`src/rtl/dcm_lock_seq.sv`:
```
// Reset and lock sequencer for two cascaded DCMs (DCM2 fed from DCM1 CLKFX).
// Runs on the free-running bus clock; SYS_RST is held until both locks have settled.
module dcm_lock_seq #(
    parameter int unsigned RST_CYCLES    = 3,
    parameter int unsigned LOCK_TIMEOUT  = 65536,
    parameter int unsigned SETTLE_CYCLES = 1024,
    parameter int unsigned MAX_RETRY     = 4
) (
    input  logic       BUS_CLK,
    input  logic       BUS_RST,
    input  logic       USER_RST,
    input  logic       LOCKED1,
    input  logic       LOCKED2,
    input  logic       STATUS1_CLKIN_STOP,
    input  logic       STATUS2_CLKIN_STOP,
    output logic       DCM1_RST,
    output logic       DCM2_RST,
    output logic       SYS_RST,
    output logic       READY,
    output logic       ERROR,
    output logic [7:0] RELOCK_CNT
);
    localparam int unsigned CNT_MAX_A = (LOCK_TIMEOUT > SETTLE_CYCLES) ? LOCK_TIMEOUT : SETTLE_CYCLES;
    localparam int unsigned CNT_MAX   = (CNT_MAX_A > RST_CYCLES) ? CNT_MAX_A : RST_CYCLES;
    localparam int unsigned CW        = $clog2(CNT_MAX + 1);
    localparam int unsigned RW        = $clog2(MAX_RETRY + 1);

    localparam logic [CW-1:0] RST_LAST    = CW'(RST_CYCLES - 1);
    localparam logic [CW-1:0] TO_LAST     = CW'(LOCK_TIMEOUT - 1);
    localparam logic [CW-1:0] SETTLE_LAST = CW'(SETTLE_CYCLES - 1);

    typedef enum logic [2:0] {
        S_RESET1,
        S_WAIT1,
        S_RESET2,
        S_WAIT2,
        S_SETTLE,
        S_RUN,
        S_FAIL
    } state_t;

    state_t        state_q, state_d;
    logic [CW-1:0] cnt_q, cnt_d;
    logic [RW-1:0] retry_q, retry_d;
    logic [7:0]    relock_q, relock_d, relock_inc;
    logic [3:0]    meta_q, sync_q;
    logic          l1, l2, s1, s2;
    logic          timeout;
    logic          dcm1_rst_q, dcm2_rst_q, sys_rst_q, ready_q, error_q;
    logic          dcm1_rst_d, dcm2_rst_d, sys_rst_d, ready_d, error_d;

    assign l1 = sync_q[0];
    assign l2 = sync_q[1];
    assign s1 = sync_q[2];
    assign s2 = sync_q[3];

    assign relock_inc = (relock_q == 8'hFF) ? relock_q : relock_q + 8'd1;

    always_comb begin
        state_d  = state_q;
        retry_d  = retry_q;
        relock_d = relock_q;
        timeout  = 1'b0;
        case (state_q)
            S_RESET1: if (cnt_q == RST_LAST) state_d = S_WAIT1;
            S_WAIT1: begin
                if (l1 && !s1)              state_d = S_RESET2;
                else if (cnt_q == TO_LAST)  timeout = 1'b1;
            end
            S_RESET2: begin
                if (!l1)                    state_d = S_RESET1;
                else if (cnt_q == RST_LAST) state_d = S_WAIT2;
            end
            S_WAIT2: begin
                if (!l1)                    state_d = S_RESET1;
                else if (l2)                state_d = S_SETTLE;
                else if (cnt_q == TO_LAST)  timeout = 1'b1;
            end
            S_SETTLE: begin
                if (!l1 || s1)              state_d = S_RESET1;
                else if (!l2 || s2)         state_d = S_RESET2;
                else if (cnt_q == SETTLE_LAST) begin
                    state_d = S_RUN;
                    retry_d = '0;
                end
            end
            S_RUN: begin
                if (!l1 || s1) begin
                    state_d  = S_RESET1;
                    relock_d = relock_inc;
                end else if (!l2 || s2) begin
                    state_d  = S_RESET2;
                    relock_d = relock_inc;
                end
            end
            S_FAIL:  state_d = S_FAIL;
            default: state_d = S_RESET1;
        endcase

        // A timeout in either wait state restarts the whole cascade.
        if (timeout) begin
            retry_d = retry_q + RW'(1);
            state_d = ((32'(retry_q) + 32'd1) >= MAX_RETRY) ? S_FAIL : S_RESET1;
        end

        if (USER_RST) begin
            state_d  = S_RESET1;
            retry_d  = '0;
            relock_d = relock_q;
        end

        if (USER_RST || (state_d != state_q)) cnt_d = '0;
        else if (cnt_q == '1)                 cnt_d = cnt_q;
        else                                  cnt_d = cnt_q + CW'(1);
    end

    always_comb begin
        dcm1_rst_d = 1'b0;
        dcm2_rst_d = 1'b0;
        sys_rst_d  = 1'b1;
        ready_d    = 1'b0;
        error_d    = 1'b0;
        case (state_d)
            S_RESET1: begin dcm1_rst_d = 1'b1; dcm2_rst_d = 1'b1; end
            S_WAIT1:  dcm2_rst_d = 1'b1;
            S_RESET2: dcm2_rst_d = 1'b1;
            S_RUN: begin sys_rst_d = 1'b0; ready_d = 1'b1; end
            S_FAIL: begin
                dcm1_rst_d = 1'b1;
                dcm2_rst_d = 1'b1;
                error_d    = 1'b1;
            end
            default: ;
        endcase
    end

    always_ff @(posedge BUS_CLK) begin
        if (BUS_RST) begin
            meta_q     <= '0;
            sync_q     <= '0;
            state_q    <= S_RESET1;
            cnt_q      <= '0;
            retry_q    <= '0;
            relock_q   <= '0;
            dcm1_rst_q <= 1'b1;
            dcm2_rst_q <= 1'b1;
            sys_rst_q  <= 1'b1;
            ready_q    <= 1'b0;
            error_q    <= 1'b0;
        end else begin
            meta_q     <= {STATUS2_CLKIN_STOP, STATUS1_CLKIN_STOP, LOCKED2, LOCKED1};
            sync_q     <= meta_q;
            state_q    <= state_d;
            cnt_q      <= cnt_d;
            retry_q    <= retry_d;
            relock_q   <= relock_d;
            dcm1_rst_q <= dcm1_rst_d;
            dcm2_rst_q <= dcm2_rst_d;
            sys_rst_q  <= sys_rst_d;
            ready_q    <= ready_d;
            error_q    <= error_d;
        end
    end

    assign DCM1_RST   = dcm1_rst_q;
    assign DCM2_RST   = dcm2_rst_q;
    assign SYS_RST    = sys_rst_q;
    assign READY      = ready_q;
    assign ERROR      = error_q;
    assign RELOCK_CNT = relock_q;

endmodule

```
`config.mk`:
```
export PLATFORM = sky130hd
export DESIGN_NAME = dcm_lock_seq
export DESIGN_NICKNAME = d
export VERILOG_FILES = /design/src/rtl/dcm_lock_seq.sv
export SDC_FILE = /design/constraint.sdc
export NUM_CORES = 1
export LEC_CHECK = 0
export CORE_MARGIN = 4
export CORE_UTILIZATION = 53
export CTS_BUF_LIST = sky130_fd_sc_hd__clkbuf_8
export DETAILED_ROUTE_END_ITERATION = 8
export PLACE_DENSITY = 0.78
export SETUP_SLACK_MARGIN = 0.02
export SYNTH_ARGS = -nofsm -noshare
export SYNTH_HDL_FRONTEND = slang
export SYNTH_SLANG_ARGS = --single-unit
```
`constraint.sdc`:
```
create_clock -name BUS_CLK -period 2.7 [get_ports BUS_CLK]
set_clock_uncertainty 0.05 [all_clocks]
set_input_delay 0.54 -clock BUS_CLK [delete_from_list [all_inputs] [get_ports BUS_CLK]]
set_output_delay 0.54 -clock BUS_CLK [all_outputs]
set_load 0.01 [all_outputs]
```
=== Word-level counts from Yosys, hierarchy flattened ===
Cells that the tools add are included.

* Input bits: 7
* Bits in registers: 44
* Word-level logic and storage cells: 86

* Add/subtract/negate cells: 4
* Reductions and logical operators: 18
* Muxes and demuxes: 33
* $lt $le $gt $ge: 1
* Eq/ne operators: 18
* Bitwise logic cells: 1

{| class="wikitable"
|+ Operator list
! operator !! count
|-
| 3-bit 2-to-1 mux || 19
|-
| 8-bit 2-to-1 mux || 3
|-
| 3-bit one-hot mux with 7 select lines || 1
|-
| 17-bit by 1-bit adder with 17-bit output, second input constant || 1
|-
| 17-bit by 10-bit == test with 1-bit output, second input constant || 1
|-
| 17-bit by 16-bit == test with 1-bit output, second input constant || 1
|-
| 17-bit == test, second input constant || 1
|-
| 17-bit by 2-bit == test with 1-bit output, second input constant || 1
|-
| 3-bit == test, second input constant || 5
|-
| 3-bit by 2-bit == test with 1-bit output, second input constant || 3
|-
| 1-bit 2-to-1 mux || 9
|-
| 8-bit by 1-bit adder with 8-bit output, second input constant || 1
|-
| 8-bit == test, second input constant || 1
|-
| 3-bit by 1-bit == test with 1-bit output, second input constant || 2
|-
| 3-bit zero test || 2
|-
| 2-bit nonzero test || 3
|-
| 2-bit OR reduction || 3
|-
| 3-bit by 1-bit adder with 4-bit output, second input constant || 1
|-
| 4-bit by 3-bit greater-or-equal comparator with 1-bit output, second input constant || 1
|-
| 2-bit inequality test, second input constant || 2
|-
| 4-bit AND reduction || 1
|-
| 4-bit OR reduction || 1
|-
| 3-bit by 1-bit adder with 3-bit output, second input constant || 1
|-
| 1-bit zero test || 3
|-
| other kinds (6) || 8
|}

=== Logic depth before layout (Yosys ltp) ===
Gate-level depths: netlist of the first run.

* Depth in word-level cells: 10
* Mapped depth: 11

=== Least setup slack after synthesis of the first run ===
No wires, ideal clock.

* Kind: register -> register
* Start: register cnt_q[0]
* End: register dcm1_rst_q (netlist: DCM1_RST)
* Arrival time: 2.365 ns
* Library setup time: 0.119 ns
* Path slack: 0.166 ns
* Required time: 2.531 ns
* Cell stages (with the launch flop): 11
* Cell sequence: dfxtp_1 -> ha_1 -> and4_1 -> nand3_1 -> nor2_1 -> ha_1 -> nand2_1 -> nor2_1 -> nor3b_1 -> or3b_2 -> o221a_1

* Word-level cells in the longest chain between the ends: 10
* Elaborated cells on any way between the ends: 21

{| class="wikitable"
|+ RTL lines
! element !! line !! text
|-
| start, declared || 43 || <nowiki>logic [CW-1:0] cnt_q, cnt_d;</nowiki>
|-
| start signal, assigned || 154 || <nowiki>cnt_q <= cnt_d;</nowiki>
|-
| 17-bit by 10-bit == test with 1-bit output or 17-bit by 16-bit == test with 1-bit output (tied branches) || 82, 68, 77 ||
|-
| 3-bit 2-to-1 mux or 1-bit 2-to-1 mux (tied branches) || 82, 68, 77 ||
|-
| 3-bit 2-to-1 mux or 1-bit 2-to-1 mux (tied branches) || 81, 76 ||
|-
| 3-bit 2-to-1 mux or 1-bit 2-to-1 mux (tied branches) || 80, 75 ||
|-
| 3-bit one-hot mux with 7 select lines or 1-bit one-hot mux with 2 select lines (tied branches) || 64 || <nowiki>case (state_q)</nowiki>
|-
| 3-bit 2-to-1 mux * || 101 || <nowiki>if (timeout) begin</nowiki>
|-
| 3-bit 2-to-1 mux * || 106 || <nowiki>if (USER_RST) begin</nowiki>
|-
| 3-bit == test or 3-bit zero test (tied branches) || 123 || <nowiki>case (state_d)</nowiki>
|-
| 2-bit OR reduction (no line) * || -- ||
|-
| 1-bit 2-to-1 mux * || 123 ||
|-
| end signal, assigned || 157 || <nowiki>dcm1_rst_q <= dcm1_rst_d;</nowiki>
|-
| end, declared || 49 || <nowiki>logic dcm1_rst_q, dcm2_rst_q, sys_rst_q, ready_q, error_q;</nowiki>
|}

Mark *: on every way between the ends. The rest lies on a longest branch, timed or not.
A chain may end at the register's enable or synchronous reset.

=== Worst setup path in the final report of the first run ===
Same ends and word-level chain as after synthesis.

==> impl_metrics.toml, run 1 <==
[outcome]
status = "finished clean"

[synth]
synth_nets = 244
synth-seq-area-share = 0.430
synth_cell_types = 50
ys_async_sr_fraction = 0
yosys_warnings = 0
syn_inst = 231
synth-compound-area-share = 0.0910
synth_top_family_by_area = "simple AND/OR/NAND/NOR gates"
synthXorXnorAreaFrac = 0.0941
synth_area_mm2 = 0.00205
muxShareOfSynthArea = 0.0147
synth_flop_cell = "dfxtp_1"
syn_avg_cell_area_um2 = 8.87
synth_fa_ha_area_frac = 0.0367
ys_ff_latch = 44
synth_edf_count = 0
synthSimpleGateAreaFrac = 0.308

[route]
detail_route.wl_per_cell_um = 12.4
drc_errors = 0
drtPass1Iterations = 4
via_per_inst = 5.36
ant_nets = 0
wirelength_um = 3810
first_iter_violations = 97
vias = 1644

[cts]
postCtsHoldBufs = 0
cts_root_buffer = "clkbuf_8"
cts.clk_slew.worst_paths_ps = 80
htree_levels = 2
cts_sinks = 44
cts_made_buffers = 5
cts_buffer_depth = 2
clk_latency_ps = 290
cts_tree = "built"

[cells_and_area]
final_cell_mix = "dfxtp_1, nor2_1, clkdlybuf4s50_1, xor2_1, nand3_1"
area_growth_pct = 19.8
drive_above_1_share = 0.0927
final_common_cell = "dfxtp_1"
finalNetCount = 271
antennaDiodeCount = 0

[power]
seq_power_share = 0.541
power.leakage_nw = 0.903
ir_worst_vdd_uv = 477
total_power_mw = 1.22
p_sw_uw = 243
cellPowerDensity_mw_per_mm2 = 498
intPower_uw = 980
sw_frac_of_total = 0.199
pwr-share-comb = 0.036
clock_power_share = 0.424

[grt]
first_global_vias = 1563
met1_usage = 0.213
busiest_layer = "met2"
overflow = 0
grt_use_met2 = 0.279
grt_use_total = 0.168
grtUsageMet3 = 0.0432
grt_max_degree = 19
antenna_found_initial = 0
grt_pass1_wl_um = 6850

[floorplanning]
start_util = 0.555
die_h_um = 70.2
die-area_mm2 = 0.00492
die_w_um = 70.2
io_pins = 20
core_mm2 = 0.00369
fp-row-count = 22

[setup_path]
cpLargestDelayFamily = "simple AND/OR/NAND/NOR gates"
end_kind = "flip-flop"
crit_chain = "ha_1 -> and4_1 -> nand3_1 -> nor2_1 -> ha_1 -> nand2_1 -> nor2_2 -> or4b_4 -> or2_2 -> o221a_1"
critPathMaxStageDelay_ps = 560
critPathLaunchType = "flip-flop"
cp_max_fo = 5
worstPathArrival_ps = 2690
critPathBufInv = 0
crit_type = "flip-flop to flip-flop"
crit_path_top_delay_cell = "or4b_4"
crit_path_frequent_cell = "ha_1"
required_ps = 2840

[sta]
setup_tns_ps = 0
setup_slack_ps = 151
min_period_over_period = 0.944
fmax_mhz = 392
tightest_slew_ps = 501
rsz0062_at_grt = "false"
setup_viol = 0
finalCriticalPeriod_ps = 2550
slew_viol_final = 0
hold_ws_ps = 387
hold_viol_final = 0
relSlewSlack = 0.666

[min_path]
holdCritPathClass = "flip-flop to flip-flop"

[place]
place_ws_ps = 112
portBuffers = 19
gp_congestion = 0.866
place_hpwl_um = 2700

[job]
drv_cap = 0
==> layout make-up <==
cell class / instances / area [um2]
clock inverters: 2 / 38.8
well taps: 48 / 60.1
repair buffers: 26 / 243
clock buffers: 6 / 82.6
fillers: 314 / 1230
flip-flops and latches: 44 / 881
inverters: 7 / 26.3
multi-input cells: 174 / 1120
==> path summary, 6_finish.rpt <==
kind | from | to | cells after the start | slack, ps
worst min-delay path | meta_q[0] | sync_q[0] | 1 | 390
worst min register to register | meta_q[0] | sync_q[0] | 1 | 390
worst max-delay path | cnt_q[0] | DCM1_RST | 10 | 150
worst max register to register | cnt_q[0] | DCM1_RST | 10 | 150
==> metrics by stage <==
stage	utilization	cells	cell area, um2
CTS	0.664	307	2450
floorplan	-	231	2050
global route	0.665	307	2450
detailed placement	0.631	299	2330
finish	0.665	307	2450
global placement	0.631	299	2330
==> timing repair <==
item                       CTS  global route
setup endpoints to repair    0             1
resized for setup            0             2
buffers inserted             0             0
==> metal layers <==
layer | wire length, um | up-vias | share of wire
met3 | 133 | 6 | 0.035
met2 | 1740 | 29 | 0.46
met5 | 0 | - | 0
met1 | 1880 | 746 | 0.49
li1 | - | 863 | -
met4 | 54 | 0 | 0.014
==> registers in the layout, summed over array words and instances, names as in the netlist, 3 cells and up <==
name        count
cnt_q          17
RELOCK_CNT      8
meta_q          4
sync_q          4
retry_q         3
state_q         3
==> power groups by stage <==
| stage | combinational [mW] | sequential [mW] | clock (mW) |
|---|---|---|---|
| 2_1_floorplan | 0.0256 | 0.675 | 0 |
| 3_3_place_gp | 0.0426 | 0.676 | 0 |
| 3_5_place_dp | 0.0434 | 0.676 | 0 |
| 4_1_cts | 0.0438 | 0.661 | 0.530 |
| 5_1_grt | 0.0489 | 0.663 | 0.556 |
| 6_report | 0.0437 | 0.661 | 0.518 |
==> kinds of logic (layout without fill, tap and decap cells) <==
logic type,count (synthesis),count (layout)
AOI/OAI and AO/OA,25,25
muxes,3,3
adders and majority gates,6,6
xor gates and xnor gates,22,22
and+or+nand+nor,118,118
buffers and inverters,13,41
DFF,44,44
==> Yosys cell counts (2+ instances only) <==
cell type,instances,area (um2)
a2111oi_0,2,17.5
a211oi_1,2,15.0
a21boi_0,3,22.5
a21oi_1,4,20.0
and2_1,2,12.5
and3_1,5,31.3
and4_1,3,26.3
buf_2,2,10.0
clkbuf_1,3,11.3
dfxtp_1,44,881
ha_1,6,75.1
inv_1,6,22.5
mux2i_1,3,30.0
nand2_1,10,37.5
nand3_1,12,60.1
nand3b_1,2,15.0
nand4_1,9,56.3
nor2_1,43,161
nor2b_1,11,68.8
nor3_1,4,20.0
nor3b_1,2,15.0
nor4_1,2,12.5
o21ai_0,2,10.0
o22ai_1,3,18.8
xnor2_1,6,52.6
xor2_1,16,140
==> worst reg2reg max path, cell delays in order, from the launching register on <==
cell	delay [ps]
dfxtp_1	350
ha_1	230
and4_1	240
nand3_1	90
nor2_1	50
ha_1	190
nand2_1	140
nor2_2	70
or4b_4	560
or2_2	280
o221a_1	200
Power figures use the tool's default switching activity.
==> run 2, diff against run 1 <==
--- a/config.mk
+++ b/config.mk
@@ -9,8 +9,9 @@
 export CORE_UTILIZATION = 53
 export CTS_BUF_LIST = sky130_fd_sc_hd__clkbuf_8
 export DETAILED_ROUTE_END_ITERATION = 8
-export PLACE_DENSITY = 0.78
+export PLACE_DENSITY = 0.75
 export SETUP_SLACK_MARGIN = 0.02
 export SYNTH_ARGS = -nofsm -noshare
 export SYNTH_HDL_FRONTEND = slang
 export SYNTH_SLANG_ARGS = --single-unit
+export TNS_END_PERCENT = 30
==> impl_metrics.toml, run 2 (same netlist as run 1, synthesis figures left out) <==
[setup_path]
critPathMaxStageDelay_ps = 560
cp_max_fo = 5
required_ps = 2830
crit_path_top_delay_cell = "or4b_4"
critPathLaunchType = "flip-flop"
crit_chain = "ha_1 -> and4_1 -> nand3_1 -> nor2_1 -> ha_1 -> nand2_2 -> nor2_1 -> or4b_4 -> or2_2 -> o221a_1"
crit_type = "flip-flop to flip-flop"
end_kind = "flip-flop"
worstPathArrival_ps = 2660

[grt]
grt_use_met2 = 0.239
grtUsageMet3 = 0.0489
overflow = 0
grt_pass1_wl_um = 6410
busiest_layer = "met2"
first_global_vias = 1473
grt_use_total = 0.158
met1_usage = 0.212
grt_max_degree = 18
antenna_found_initial = 0

[power]
ir_worst_vdd_uv = 393
power.leakage_nw = 0.893
cellPowerDensity_mw_per_mm2 = 467

[sta]
setup_viol = 0
hold_viol_final = 0
setup_tns_ps = 0
hold_ws_ps = 391
min_period_over_period = 0.936
fmax_mhz = 396
rsz0062_at_grt = "false"
slew_viol_final = 0
tightest_slew_ps = 476
relSlewSlack = 0.682
finalCriticalPeriod_ps = 2530

[place]
portBuffers = 19
place_hpwl_um = 2720
gp_congestion = 0.894

[cells_and_area]
final_cell_mix = "dfxtp_1, nor2_1, clkdlybuf4s50_1, xor2_1, nand3_1"
drive_above_1_share = 0.0891
fillerInstances = 328
area_growth_pct = 18.6
finalNetCount = 271
antennaDiodeCount = 0
top_register = "cnt_q"
largest_reg_flops = 17
final_common_cell = "dfxtp_1"
regArea_um2 = 881
multiInputGateArea_mm2 = 0.00112

[route]
wirelength_um = 3760
vias = 1681
ant_nets = 0
drtPass1Iterations = 4
detail_route.wl_per_cell_um = 12.3
via_per_inst = 5.49
first_iter_violations = 122
drc_errors = 0

[cts]
post_cts_buffers = 0
cts.clk_slew.worst_paths_ps = 80
cts_resized = 0
cts_sinks = 44
cts_buffer_depth = 2
postCtsHoldBufs = 0
clk_latency_ps = 290
cts_root_buffer = "clkbuf_8"
cts_made_buffers = 5
cts_tree = "built"
htree_levels = 2

[floorplanning]
io_pins = 20
die_w_um = 70.2
die_h_um = 70.2
core_mm2 = 0.00369
fp-row-count = 22
die-area_mm2 = 0.00492
start_util = 0.555

[min_path]
holdCritPathClass = "flip-flop to flip-flop"

[job]
drv_cap = 0

[outcome]
status = "finished clean"
[run 2: cell types whose count changed in the layout (fill, tap and decap cells not counted), sizes merged]
cell	before	now
clkinv	1	0
clkbuf	6	7
bufinv	1	0
[run 2: worst paths after layout]
check / startpoint / endpoint / slack [ps] / depth (start not counted)
setup / recovery: cnt_q[0] / DCM1_RST / 170 / 10
hold / removal: meta_q[1] / sync_q[1] / 390 / 1
setup reg to reg: cnt_q[0] / DCM1_RST / 170 / 10
hold reg to reg: meta_q[1] / sync_q[1] / 390 / 1
[run 2: worst max-delay path: cells and delay by family, from the launching register on]
kind            cells  cell delay (ps)
compound gates      1              210
flops               1              350
fa+ha+maj           2              430
simple gates        7             1390
[run 2: cell type report]
class | instances | share of cell area
Inverter | 7 | 0.0108
Multi-Input combinational cell | 174 | 0.462
Timing Repair Buffer | 26 | 0.0999
Clock buffer | 7 | 0.0397
Tap cell | 48 | 0.0247
Sequential cell | 44 | 0.363
[run 2: per-stage QoR]
stage	worst slack (ps)	util	power [mW]	std cells	area, um2
finish	174	0.658	1.13	306	2430
global route	33.6	0.658	1.18	306	2430
CTS	108	0.657	1.14	306	2420
detailed placement	112	0.631	0.719	299	2330
global placement	172	0.631	0.719	299	2330
floorplan	166	-	0.701	231	2050
[run 2: metal layers]
metal / vias to the layer above / wire length, um
li1: 860 / -
met4: 0 / 64
met1: 774 / 1830
met3: 10 / 159
met5: - / 0
met2: 37 / 1710
[run 2: power by group]
group,total (mW),switching [mW],internal (mW),leakage (nW)
Sequential,0.661,0.00529,0.656,0.356
Clock,0.430,0.202,0.228,0.0503
Combinational,0.0431,0.0215,0.0216,0.486
==> run 3, diff against run 2 <==
--- a/config.mk
+++ b/config.mk
@@ -9,7 +9,8 @@
 export CORE_UTILIZATION = 53
 export CTS_BUF_LIST = sky130_fd_sc_hd__clkbuf_8
 export DETAILED_ROUTE_END_ITERATION = 8
-export PLACE_DENSITY = 0.75
+export PLACE_DENSITY_LB_ADDON = 0.2
+export RECOVER_POWER = 50
 export SETUP_SLACK_MARGIN = 0.02
 export SYNTH_ARGS = -nofsm -noshare
 export SYNTH_HDL_FRONTEND = slang
==> impl_metrics.toml, run 3 (same netlist as run 1, synthesis figures left out) <==
[cells_and_area]
top_register = "cnt_q"
drive_above_1_share = 0.0888
final_cell_mix = "dfxtp_1, nor2_1, xor2_1, dlygate4sd3_1, nand3_1"
instances_no_fill = 307
largest_reg_flops = 17
finalNetCount = 271
area_growth_pct = 17.8
antennaDiodeCount = 0

[sta]
min_period_over_period = 0.938
finalCriticalPeriod_ps = 2530
setup_tns_ps = 0
relSlewSlack = 0.489
rsz0062_at_grt = "false"
hold_viol_final = 0
tightest_slew_ps = 767
fmax_mhz = 395
slew_viol_final = 0
setup_viol = 0

[setup_path]
worstPathArrival_ps = 2680
critPathBufInv = 0
crit_path_frequent_cell = "ha_1"
required_ps = 2840
r2r_end = "DCM1_RST"
crit_path_top_delay_cell = "or4b_4"
end_kind = "flip-flop"
critPathMaxStageDelay_ps = 550
cpLargestDelayFamily = "simple AND/OR/NAND/NOR gates"
r2r_slack_ps = 170
crit_type = "flip-flop to flip-flop"
cp_max_fo = 5
critPathLaunchType = "flip-flop"
worst_r2r_path_depth = 10
r2r-start = "cnt_q[0]"
crit_chain = "ha_1 -> and4_1 -> nand3_1 -> nor2_1 -> ha_1 -> nand2_1 -> nor2_2 -> or4b_4 -> or2_2 -> o221a_1"

[grt]
busiest_layer = "met2"
met1_usage = 0.204
grtUsageMet3 = 0.0403
antenna_found_initial = 0
overflow = 0
grt_max_degree = 20
grt_use_total = 0.165
first_global_vias = 1587
grt_use_met2 = 0.276
grt_pass1_wl_um = 6680

[cts]
cts_made_buffers = 5
cts_root_buffer = "clkbuf_8"
postCtsHoldBufs = 0
cts_tree = "built"
clk_latency_ps = 290
cts.clk_slew.worst_paths_ps = 80
htree_levels = 2
cts_sinks = 44
cts_buffer_depth = 2

[power]
clock_power_share = 0.373
ir_worst_vdd_uv = 315
seq_power_share = 0.589
cellPowerDensity_mw_per_mm2 = 465
pwr-share-comb = 0.038
sw_frac_of_total = 0.216
intPower_uw = 881
p_sw_uw = 242
power.leakage_nw = 0.912

[floorplanning]
io_pins = 20
die_h_um = 70.2
die-area_mm2 = 0.00492
fp-row-count = 22
start_util = 0.555
core_mm2 = 0.00369
die_w_um = 70.2

[min_path]
hp-start = "meta_q[2]"
holdPathEnd = "sync_q[2]"
holdCritPathClass = "flip-flop to flip-flop"
whs_path_depth = 1

[route]
drtPass1Iterations = 4
detail_route.wl_per_cell_um = 12.7
drc_errors = 0
wirelength_um = 3890
ant_nets = 0
first_iter_violations = 102
via_per_inst = 5.43
vias = 1667

[place]
place_inst = 299
portBuffers = 19
gp_congestion = 0.921
place_hpwl_um = 2830

[job]
drv_cap = 0

[outcome]
status = "finished clean"
## run 3: changes by cell type in the layout (fill, tap and decap cells not counted), moves of 2 or more
cell / before / now
clkinv_2: 0 / 2
dlygate4sd3_1: 0 / 15
clkbuf_1: 0 / 2
clkdlybuf4s50_1: 19 / 4
buf_4: 7 / 5
dfxtp_1: 44 / 42
dfxtp_2: 0 / 2
## run 3: cell type report
cell class	count	area (um2)
clock buffers	6	82.6
clock inverters	2	10.0
fillers	339	1270
inverters	7	26.3
multi-input cells	174	1120
flip-flops and latches	44	883
well taps	48	60.1
repair buffers	26	235
## run 3: metrics by stage
stage               setup WS, ps  instance area, um2  utilization  hold WS, ps  total power, mW
global placement             174                2330        0.631          368            0.719
global route                46.7                2410        0.654          409             1.17
CTS                         94.1                2420        0.656          390             1.13
detailed placement           111                2330        0.631          370            0.719
finish                       167                2410        0.654          387             1.12
floorplan                    166                2050            -          364            0.701
## run 3: power groups by stage
stage / sequential [mW] / combinational (mW) / clock (mW)
2_1_floorplan: 0.675 / 0.0256 / 0
3_3_place_gp: 0.676 / 0.0424 / 0
3_5_place_dp: 0.676 / 0.0432 / 0
4_1_cts: 0.661 / 0.0434 / 0.428
5_1_grt: 0.663 / 0.0471 / 0.455
6_report: 0.661 / 0.0422 / 0.419
## run 3: worst max path at each step
stage	startpoint	end	slack (ps)	cells after the start
2_1_floorplan	cnt_q[0]	DCM1_RST	170	10
3_5_place_dp	cnt_q[0]	DCM1_RST	110	10
4_1_cts	cnt_q[0]	DCM1_RST	90	10
3_3_place_gp	cnt_q[0]	DCM1_RST	170	10
5_1_grt	cnt_q[0]	DCM1_RST	50	10
6_report	cnt_q[0]	DCM1_RST	170	10
## run 3: routing by layer
metal,wire [um],vias to the layer above
li1,-,868
met1,1870,765
met2,1820,27
met3,132,7
met4,63,0
met5,0,-
## run 3: timing repair
item | 4_1_cts | 5_1_grt
resized for setup | 0 | 4
endpoints found under the setup margin | 0 | 1
buffers inserted | 0 | 0
## run 3: worst reg2reg max path: stages, from the launching register on
cell     delay, ps
dfxtp_2        350
ha_1           220
and4_1         250
nand3_1         90
nor2_1          60
ha_1           190
nand2_1        140
nor2_2          60
or4b_4         550
or2_2          280
o221a_1        200
